### src/rtl/stream_mux_sv.sv
// N-channel registered stream multiplexer: manual-select or round-robin arbitration feeding a
// 1-entry output register. Optional packet locking is enabled with macro MUX_PKT_LOCK_EN.
module stream_mux_sv #(
  parameter int N     = 4,
  parameter int WIDTH = 8,
  parameter int SELW  = $clog2(N)
) (
  input  logic               clk,
  input  logic               rst_n,
  input  logic               mode,
  input  logic [SELW-1:0]    sel,
  input  logic [N*WIDTH-1:0] in_data,
  input  logic [N-1:0]       in_valid,
  input  logic [N-1:0]       in_last,
  output logic [N-1:0]       in_ready,
  output logic [WIDTH-1:0]   out_data,
  output logic               out_valid,
  output logic               out_last,
  output logic [SELW-1:0]    out_src,
  input  logic               out_ready
);

  localparam logic [SELW-1:0] LAST_IDX = SELW'(N - 1);

  logic [SELW-1:0]  ptr_r;
  logic             load_s;
  logic             xfer_s;
  logic             man_vld_s;
  logic             rr_vld_s;
  logic [SELW-1:0]  rr_idx_s;
  logic [SELW-1:0]  rr_cand_s;
  logic             gnt_vld_s;
  logic [SELW-1:0]  gnt_idx_s;
  logic [N-1:0]     grant_s;
  logic [WIDTH-1:0] sel_data_s;

  // Manual-select request: an out-of-range sel simply grants nothing.
  always_comb begin
    man_vld_s = 1'b0;
    if (int'(sel) < N) begin
      man_vld_s = in_valid[sel];
    end else begin
      man_vld_s = 1'b0;
    end
  end

  // Round-robin search from ptr_r; scanning downward lets the closest candidate win last.
  always_comb begin
    rr_vld_s  = 1'b0;
    rr_idx_s  = '0;
    rr_cand_s = '0;
    for (int k = N - 1; k >= 0; k--) begin
      rr_cand_s = SELW'((int'(ptr_r) + k) % N);
      if (in_valid[rr_cand_s]) begin
        rr_vld_s = 1'b1;
        rr_idx_s = rr_cand_s;
      end else begin
        rr_vld_s = rr_vld_s;
        rr_idx_s = rr_idx_s;
      end
    end
  end

`ifdef MUX_PKT_LOCK_EN
  typedef enum logic {FREE = 1'b0, LOCKED = 1'b1} lock_state_t;

  lock_state_t     state_r;
  lock_state_t     state_nxt_s;
  logic [SELW-1:0] lock_ch_r;
  logic [SELW-1:0] lock_ch_nxt_s;

  // Grant selection; an open packet pins the grant to its channel regardless of mode/sel.
  always_comb begin
    gnt_vld_s = mode ? rr_vld_s : man_vld_s;
    gnt_idx_s = mode ? rr_idx_s : sel;
    if (state_r == LOCKED) begin
      gnt_vld_s = in_valid[lock_ch_r];
      gnt_idx_s = lock_ch_r;
    end else begin
      gnt_vld_s = gnt_vld_s;
      gnt_idx_s = gnt_idx_s;
    end
  end

  // Packet lock next state: open on a non-last beat, close on the last beat of the locked channel.
  always_comb begin
    state_nxt_s   = state_r;
    lock_ch_nxt_s = lock_ch_r;
    case (state_r)
      FREE: begin
        if (xfer_s && !in_last[gnt_idx_s]) begin
          state_nxt_s   = LOCKED;
          lock_ch_nxt_s = gnt_idx_s;
        end else begin
          state_nxt_s   = FREE;
        end
      end
      LOCKED: begin
        if (xfer_s && in_last[gnt_idx_s]) begin
          state_nxt_s = FREE;
        end else begin
          state_nxt_s = LOCKED;
        end
      end
      default: begin
        state_nxt_s   = FREE;
        lock_ch_nxt_s = '0;
      end
    endcase
  end

  // Packet lock state register.
  always_ff @(posedge clk or negedge rst_n) begin
    if (!rst_n) begin
      state_r   <= FREE;
      lock_ch_r <= '0;
    end else begin
      state_r   <= state_nxt_s;
      lock_ch_r <= lock_ch_nxt_s;
    end
  end
`else
  // Grant selection; every beat is arbitrated on its own.
  always_comb begin
    gnt_vld_s = mode ? rr_vld_s : man_vld_s;
    gnt_idx_s = mode ? rr_idx_s : sel;
  end
`endif

  assign load_s = !out_valid || out_ready;
  assign xfer_s = gnt_vld_s && load_s && rst_n;

  // One-hot ready and data steering for the granted channel.
  always_comb begin
    grant_s    = '0;
    sel_data_s = '0;
    for (int i = 0; i < N; i++) begin
      if (gnt_idx_s == SELW'(i)) begin
        grant_s[i] = xfer_s;
        sel_data_s = in_data[i*WIDTH +: WIDTH];
      end else begin
        grant_s[i] = 1'b0;
      end
    end
  end

  assign in_ready = grant_s;

  // Output register: refills whenever empty or draining, otherwise holds under backpressure.
  always_ff @(posedge clk or negedge rst_n) begin
    if (!rst_n) begin
      out_valid <= 1'b0;
      out_data  <= '0;
      out_last  <= 1'b0;
      out_src   <= '0;
    end else if (load_s) begin
      out_valid <= xfer_s;
      if (xfer_s) begin
        out_data <= sel_data_s;
        out_last <= in_last[gnt_idx_s];
        out_src  <= gnt_idx_s;
      end
    end
  end

  // Round-robin pointer moves past the winner only when arbitrating in round-robin mode.
  always_ff @(posedge clk or negedge rst_n) begin
    if (!rst_n) begin
      ptr_r <= '0;
    end else if (xfer_s && mode) begin
      ptr_r <= (gnt_idx_s == LAST_IDX) ? '0 : gnt_idx_s + 1'b1;
    end
  end

endmodule

### config.mk
export PLATFORM = sky130hd
export DESIGN_NAME = stream_mux_sv
export DESIGN_NICKNAME = d
export VERILOG_FILES = /design/src/rtl/stream_mux_sv.sv
export SDC_FILE = /design/constraint.sdc
export NUM_CORES = 1
export LEC_CHECK = 0
export CELL_PAD_IN_SITES_DETAIL_PLACEMENT = 0
export CELL_PAD_IN_SITES_GLOBAL_PLACEMENT = 1
export CORE_MARGIN = 2
export CORE_UTILIZATION = 28
export DETAILED_ROUTE_END_ITERATION = 7
export GPL_TIMING_DRIVEN = 0
export PLACE_DENSITY = 0.83
export SYNTH_ARGS = -nofsm -noshare
export SYNTH_HDL_FRONTEND = slang
export SYNTH_SLANG_ARGS = --single-unit
### constraint.sdc
create_clock -name clk -period 7.6 [get_ports clk]
set_input_delay 1.52 -clock clk [delete_from_list [all_inputs] [get_ports clk]]
set_output_delay 1.52 -clock clk [all_outputs]
set_load 0.005 [all_outputs]
---- Word level (Yosys, flattened, before mapping) ----
Index checks and enable logic that the tools add are counted.
Widths: inputs -> output; s select.
cells by class
  add/sub/neg operators ................... 4
  magnitude comparators ................... 6
  equality and inequality tests ........... 3
  multiplexer cells ....................... 31
  reductions and logical operators ........ 7
operators by type and width
  operator             number
  $mux 8               4
  $lt 2x3->1 const B   6
  $mux 1               15
  $bmux 1 s2           6
  $mux 2               6
  $add 2x1->2 const B  2
  $add 2x2->2 const B  2
  $eq 2x2->1 const B   2
  $logic_and 1x1->1    3
  $eq 2x1->1 const B   1
  $logic_not 2->1      1
  $reduce_and 2->1     1
  $logic_not 1->1      1
  $logic_or 1x1->1     1
word-level totals
  flip-flop bits (word level) ............. 14
  bits of input ports ..................... 46
  output and inout bits ................... 16
  logic and storage cells ................. 56

---- Logic depth before layout (Yosys ltp) ----
Gate-level depths: netlist of run 1.
  depth after elaboration ................. 13
  gate-level depth with buffers ........... 12
  gate-level depth less buffers ........... 11

---- Worst setup path after synthesis of run 1 ----
OpenSTA, ideal clock, no wires.
  kind .................................... input to output
  start point ............................. input in_valid[0]
  end point ............................... output in_ready[3]
  data arrival time ....................... 3.036 ns
  path slack .............................. 3.044 ns
  cell stages on the path ................. 9
  cells stage by stage .................... nor4b_1 a211oi_1 o211ai_1 nand2_1 inv_1 ha_1 clkbuf_1 clkbuf_1 and2_1
RTL lines
  what                          line  source
  from (decl)                   13    input logic [N-1:0] in_valid,
  $bmux 1 s2                    54    if (in_valid[rr_cand_s]) begin
  $mux 1 (implied by the code)  54
  $mux 2 (3 in series)          54
  $mux 2 *                      54
  $mux 2 *                      126   gnt_idx_s = mode ? rr_idx_s : sel;
  via gnt_idx_s[0]              33    logic [SELW-1:0] gnt_idx_s;
  $eq 2x2->1 *                  138   if (gnt_idx_s == SELW'(i)) begin
  $mux 1 *                      138
  to (decl)                     15    output logic [N-1:0] in_ready,
Mark *: on every way through the listed nets, which the timed path passes. The rest lies on a longest branch. The select of a mux whose other input is x is not followed.

---- Worst setup path after layout of run 1 ----
  start point ............................. input in_valid[3]
  end point ............................... output in_ready[3]
The elaborated chain is that of the path after synthesis.

==> impl_results.md, run 1 <==
* Mapped Cells at 125
* 1st-iter DRT viols at 59
* Num ports at 62
* Post-CTS resize count at 0
* Port buffer count at 61
* Setup TNS at 0 ns
* HP Class: register to register
* Post-route insts no fill at 238
* Hpwl dp at 2560 µm
* Final Core Density at 49.0%
* CTS Hold Buffers Added at 0
* Status: complete, no violations
* Syn Nets at 175
* Maximum root-to-sink buffer count at 2
* RSZ-0062 raised after global routing: no
* CP Launch Type: input pin
* Number of global-route vias before repair at 1222
* Crit path DAT at 4.40 ns
* CTS root buf: clkbuf_8
* LEAKAGE at 0.694 nW
* Final setup vio count at 0
* Worst-path cell chain: clkdlybuf4s50_1 -> nor4bb_1 -> a211oi_1 -> o211ai_1 -> nand2_1 -> inv_1 -> ha_1 -> clkbuf_1 -> clkbuf_1 -> and2_1 -> clkdlybuf4s50_1
* Crit. Startpoint: in_valid[3]
* Setup Fix Bufs, Post-CTS at 0
* Antenna-violating nets left at 0
* Antenna violations before repair at 0
* Fin. Hold Viols at 0
* Post-synth EDFFs at 0
* Global Route Usage Sum at 16.2%
* Routed wire per std cell at 13.4 µm
* Peak Freq at 169 MHz
* Die Wd at 65.0 µm
* TritonCTS clock tree: yes
* Congestion Overflow GR at 0
* Initial Util at 28.9%
* PwrDens at 218 nW/µm²
* WHS at 0.496 ns
* Worst r2r dst: out_data[3]
* Top_reg_cell synth: dfrtp_1
* Final Wtd Congestion at 0.753
* Synthesized area at 1040 µm²
* Register area share after synthesis at 33.6%
* Clk Latency, worst-skew pair at 0.24 ns
* Worst r2r path cells at 11
* Peak VDD IR at 0.0981 mV
* CP endpoint: in_ready[3]
* Clock transition at path regs at 0.06 ns
* Largest net degree at the start of global routing at 16
* Antenna diodes at 0
* Die area at 4230 µm²
* Vias/cell at 4.92
* Total number of vias at 1170
* Clock sink count at 14
* Core area at 3610 µm²
* Die H at 65.0 µm
* Mapped Avg Cell Area at 8.34 µm²
* Reg2reg start: ptr_r[1]
* FF/Latch Area at 350 µm²
* Post-route DRC at 0
* Fin nets at 241
* Tcrit/Tclk final at 77.9%
* Slowest-stage cell, CP: clkdlybuf4s50_1
* Routed wire length at 3200 µm
* Crit end category: output port
* DRT Pass-1 Iters at 4
* Yosys reg bits at 14
* Fillcell total at 356
* Crit path max fanout at 10
* Max cap viols at 0
* Site Rows at 22
* Post-synth ARST share at 100%
* Worst Max-Slew Pin Slew at 0.632 ns
* Post-Place Cells at 234
* Warnings from Yosys at 0
* Max incr delay on CP at 0.58 ns
* CTS buffer count at 3
* Max-slew violation count at 0
* Worst rel slew slack at 57.7%
* H-tree levels at 1
* Area taken by multi-input logic gates at 644 µm²
* WP data required at 6.08 ns
* Area Overhead vs Synth at 69.6%
* Setup skew after layout at 0.00265 ns
* Share of cells above drive strength 1 at 5.26%
* Post-layout min period at 5.92 ns
* First-pass GRT wire length at 5380 µm
* Yosys cell types at 33
* Setup slack, reg-to-reg at 4.96 ns
* Kind of critical path: input pin to output port
kinds of logic after synthesis:
| kind of cell | Yosys count | synth area share (%) |
|---|---|---|
| buffers and inverters | 12 | 4.56 |
| DFF | 14 | 33.6 |
| AOI/OAI and AO/OA | 39 | 25.8 |
| and+or+nand+nor | 52 | 26.1 |
| adders and majority gates | 4 | 4.80 |
| muxes | 4 | 5.16 |
through the flow:
stage / setup slack (ns) / cell area (µm²) / power [mW]
after global routing: 1.39 / 1770 / 0.422
after CTS: 1.66 / 1770 / 0.390
after detailed placement: 1.67 / 1710 / 0.318
after global placement: 1.75 / 1710 / 0.312
final: 1.68 / 1770 / 0.385
after floorplan: 3.04 / 1040 / 0.217
worst max-delay path: cells and delay by family:
| family | cells | cell delay [ns] |
|---|---|---|
| fa+ha+maj | 1 | 0.15 |
| compound gates | 2 | 0.26 |
| buf+inv | 5 | 1.84 |
| simple gates | 3 | 0.65 |
worst min path at each step:
stage                 from          end  slack (ns)  depth (start not counted)
2_1_floorplan     out_last     out_last        0.49                          2
3_3_place_gp   out_data[2]  out_data[2]        0.47                          1
3_5_place_dp   out_data[2]  out_data[2]        0.49                          1
4_1_cts        out_data[2]  out_data[2]        0.50                          1
5_1_grt          out_valid    out_valid        0.54                          2
6_report       out_data[2]  out_data[2]        0.50                          1
sequential cells by signal (all words and copies together), names as in the netlist:
signal,cells
out_data,8
out_last,1
out_src,2
out_valid,1
ptr_r,2
power breakdown:
part           switching [mW]  total, mW  internal (mW)  leakage [nW]
Combinational          0.0847      0.194          0.109         0.503
Clock                  0.0254     0.0712         0.0459        0.0288
Sequential             0.0192      0.120          0.101         0.163
Total                   0.129      0.385          0.256         0.694
placed cells by master (no fill, tap or decap):
master,Yosys,routed
o21ai_0,1,1
o21ai_1,1,1
dfrtp_1,14,14
nand3b_1,1,1
nor3_1,8,8
a221oi_1,7,7
o31ai_2,1,1
nor4bb_1,1,1
nor4_1,1,1
buf_2,2,2
a21oi_1,18,18
clkbuf_8,0,4
mux4_2,1,1
nand2b_1,4,4
and2_1,4,4
nand3_1,1,1
mux2_2,1,1
a21boi_0,2,2
clkdlybuf4s50_1,0,61
inv_1,6,6
a21oi_4,1,1
a211oi_1,1,1
o211ai_1,2,2
nand2_1,7,7
mux2i_1,2,2
nor2b_1,10,10
a21bo_1,1,1
ha_1,4,4
clkbuf_1,4,4
o21a_1,1,1
o221ai_1,2,2
nor4b_1,1,1
or2_1,1,1
nor2_1,13,13
a31oi_1,1,1
cell usage after synthesis (2+ instances only):
cell type	instances	area [µm²]
o211ai_1	2	15.0
nor2_1	13	48.8
a21oi_1	18	90.1
a221oi_1	7	61.3
and2_1	4	25.0
buf_2	2	10.0
dfrtp_1	14	350
nor3_1	8	40.0
o221ai_1	2	17.5
mux2i_1	2	20.0
inv_1	6	22.5
clkbuf_1	4	15.0
nand2_1	7	26.3
ha_1	4	50.1
a21boi_0	2	15.0
nand2b_1	4	25.0
nor2b_1	10	62.6
metal layers:
metal / track usage [%] / routed length (µm) / vias to the layer above / share of wire, %
li1: - / - / 578 / -
met1: 18.8 / 1320 / 538 / 41
met2: 28.9 / 1560 / 49 / 49
met3: 5.73 / 304 / 5 / 9.5
met4: 3.13 / 21 / 0 / 0.66
met5: 0 / 0 / - / 0
layout make-up:
| class | count | area share [%] |
|---|---|---|
| multi-input cells | 99 | 36.4 |
| repair buffers | 61 | 34.5 |
| flip-flops and latches | 14 | 19.8 |
| well taps | 48 | 3.40 |
| clock buffers | 4 | 3.11 |
| plain buffers | 6 | 1.42 |
| inverters | 6 | 1.27 |
Power figures use the tool's default switching activity.
==> inputs of run 2 (changes only) <==
--- a/config.mk
+++ b/config.mk
@@ -8,10 +8,10 @@
 export CELL_PAD_IN_SITES_DETAIL_PLACEMENT = 0
 export CELL_PAD_IN_SITES_GLOBAL_PLACEMENT = 1
 export CORE_MARGIN = 2
-export CORE_UTILIZATION = 28
+export CORE_UTILIZATION = 26
 export DETAILED_ROUTE_END_ITERATION = 7
 export GPL_TIMING_DRIVEN = 0
-export PLACE_DENSITY = 0.83
+export PLACE_DENSITY = 0.78
 export SYNTH_ARGS = -nofsm -noshare
 export SYNTH_HDL_FRONTEND = slang
 export SYNTH_SLANG_ARGS = --single-unit
==> constraint.sdc (replaced) <==
create_clock -name clk -period 5.7 [get_ports clk]
set_input_delay 1.14 -clock clk [delete_from_list [all_inputs] [get_ports clk]]
set_output_delay 1.14 -clock clk [all_outputs]
set_load 0.005 [all_outputs]
==> run 2 against run 1 <==
  * Routed wire length down 1.3%
  * Largest power group unchanged
  * Design area down 0.64%
  * Non-clock buffer count unchanged
  * Critical path depth unchanged
  * Sequential cell count unchanged
  * Register-to-register slack worse by 1.9 ns
  * Die area up 7.2%
  * Critical path type unchanged
  * Clock skew down 0.0020 ns
  * Hold slack worse by 0.0093 ns
==> impl_results.md, run 2 (synthesis gave the netlist of run 1 again) <==
* Max reg flops at 8
* Worst r2r dst: out_data[4]
* Share of cells above drive strength 1 at 4.76%
* Maximum root-to-sink buffer count at 2
* Setup TNS at 0 ns
* Antenna-violating nets left at 0
* Global Route Usage Sum at 14.4%
* Routed wire length at 3160 µm
* Post-layout min period at 5.18 ns
* Clock transition at path regs at 0.05 ns
* Largest net degree at the start of global routing at 16
* WP buf/inv at 5
* Initial Util at 26.6%
* Clock power frac at 15.3%
* Crit end category: output port
* CTS buffer count at 3
* Top Registers: out_data (8), out_src (2), ptr_r (2)
* WP data required at 4.56 ns
* Largest reg by FF count: out_data
* Final Core Density at 44.9%
* Final Wtd Congestion at 0.742
* Die H at 67.3 µm
* CP endpoint: in_ready[3]
* Crit. Startpoint: in_valid[3]
* Final setup vio count at 0
* Crit-path leading delay family: buffers and inverters
* H-tree levels at 1
* Max incr delay on CP at 0.59 ns
* Status: complete, no violations
* Net Sw Frac at 33.8%
* Net load switching power at 0.167 mW
* CTS root buf: clkbuf_8
* Area Overhead vs Synth at 68.5%
* Total number of vias at 1159
* Setup skew after layout at 0.000641 ns
* Crit path max fanout at 10
* Fin nets at 241
* PwrDens at 281 nW/µm²
* Hpwl dp at 2510 µm
* Post-route DRC at 0
* Number of global-route vias before repair at 1140
* LEAKAGE at 0.687 nW
* Worst r2r path cells at 11
* Setup slack, reg-to-reg at 3.11 ns
* Max cap viols at 0
* Tcrit/Tclk final at 90.9%
* Worst Max-Slew Pin Slew at 0.636 ns
* Clk Latency, worst-skew pair at 0.24 ns
* Internal power at 0.326 mW
* Port buffer count at 61
* Die area at 4530 µm²
* Antenna violations before repair at 0
* Congestion Overflow GR at 0
* Worst rel slew slack at 57.5%
* CP Launch Type: input pin
* RSZ-0062 raised after global routing: no
* Peak VDD IR at 0.119 mV
* Slowest-stage cell, CP: clkdlybuf4s50_1
* Worst-path cell chain: clkdlybuf4s50_1 -> nor4bb_1 -> a211oi_1 -> o211ai_1 -> nand2_1 -> inv_1 -> ha_1 -> clkbuf_1 -> clkbuf_1 -> and2_1 -> clkdlybuf4s50_1
* Core area at 3910 µm²
* First-pass GRT wire length at 5020 µm
* Most frequent cells in the layout: clkdlybuf4s50_1 (61), a21oi_1 (18), dfrtp_1 (14), nor2_1 (13), nor2b_1 (10)
* Crit path DAT at 4.04 ns
* Max-slew violation count at 0
* Site Rows at 23
* Antenna diodes at 0
* CTS Hold Buffers Added at 0
* Most common cell after layout, fill and taps aside: clkdlybuf4s50_1
* 1st-iter DRT viols at 38
* Combinational power share at 52.2%
* Reg2reg start: ptr_r[1]
* Clock sink count at 14
* Peak Freq at 193 MHz
* TritonCTS clock tree: yes
* Critical path depth at 11
* HP Class: register to register
* Sequential share of power at 32.5%
* Post-CTS resize count at 0
* Routed wire per std cell at 13.2 µm
* Num ports at 62
* Die Wd at 67.3 µm
* Tot Pwr at 0.493 mW
* Vias/cell at 4.85
* DRT Pass-1 Iters at 4
* Setup Fix Bufs, Post-CTS at 0
* Kind of critical path: input pin to output port
* Fin. Hold Viols at 0
run 2: layer usage:
layer  routed length [µm]  track usage (%)  up-vias
met5                    0                0        -
met4                   13             1.79        0
met3                  321             4.33        2
met2                 1410             25.0       55
met1                 1420             18.1      521
li1                     -                -      581
run 2: area by class of cell:
cell class                      count  area, µm²
Buffer                              6       25.0
Tap cell                           50       62.6
Timing Repair Buffer               61        611
Fill cell                         407       2160
Sequential cell                    14        350
Multi-Input combinational cell     99        644
Inverter                            6       22.5
Clock buffer                        3       41.3
run 2: power by group through the flow:
stage | registers (mW) | logic [mW] | clock network (mW)
floorplan | 0.160 | 0.130 | 0
global placement | 0.160 | 0.259 | 0
detailed placement | 0.162 | 0.261 | 0
CTS | 0.161 | 0.262 | 0.0788
global route | 0.165 | 0.291 | 0.0843
finish | 0.160 | 0.257 | 0.0757
run 2: worst min-delay path by stage:
stage                            from           to  slack, ns  cells after the start
after detailed placement  out_data[2]  out_data[2]       0.48                      1
after global placement    out_data[2]  out_data[2]       0.48                      1
after CTS                 out_data[2]  out_data[2]       0.50                      1
after floorplan              out_last     out_last       0.49                      2
after global routing      out_data[2]  out_data[2]       0.53                      1
final                     out_data[2]  out_data[2]       0.49                      1
run 2: metrics by stage:
stage | area (µm²) | setup WS [ns] | instances | hold WS (ns)
final | 1760 | 0.521 | 239 | 0.486
after global routing | 1760 | 0.214 | 239 | 0.535
after CTS | 1760 | 0.528 | 239 | 0.496
after detailed placement | 1720 | 0.522 | 236 | 0.484
after global placement | 1720 | 0.614 | 236 | 0.476
after floorplan | 1040 | 1.90 | 125 | 0.486
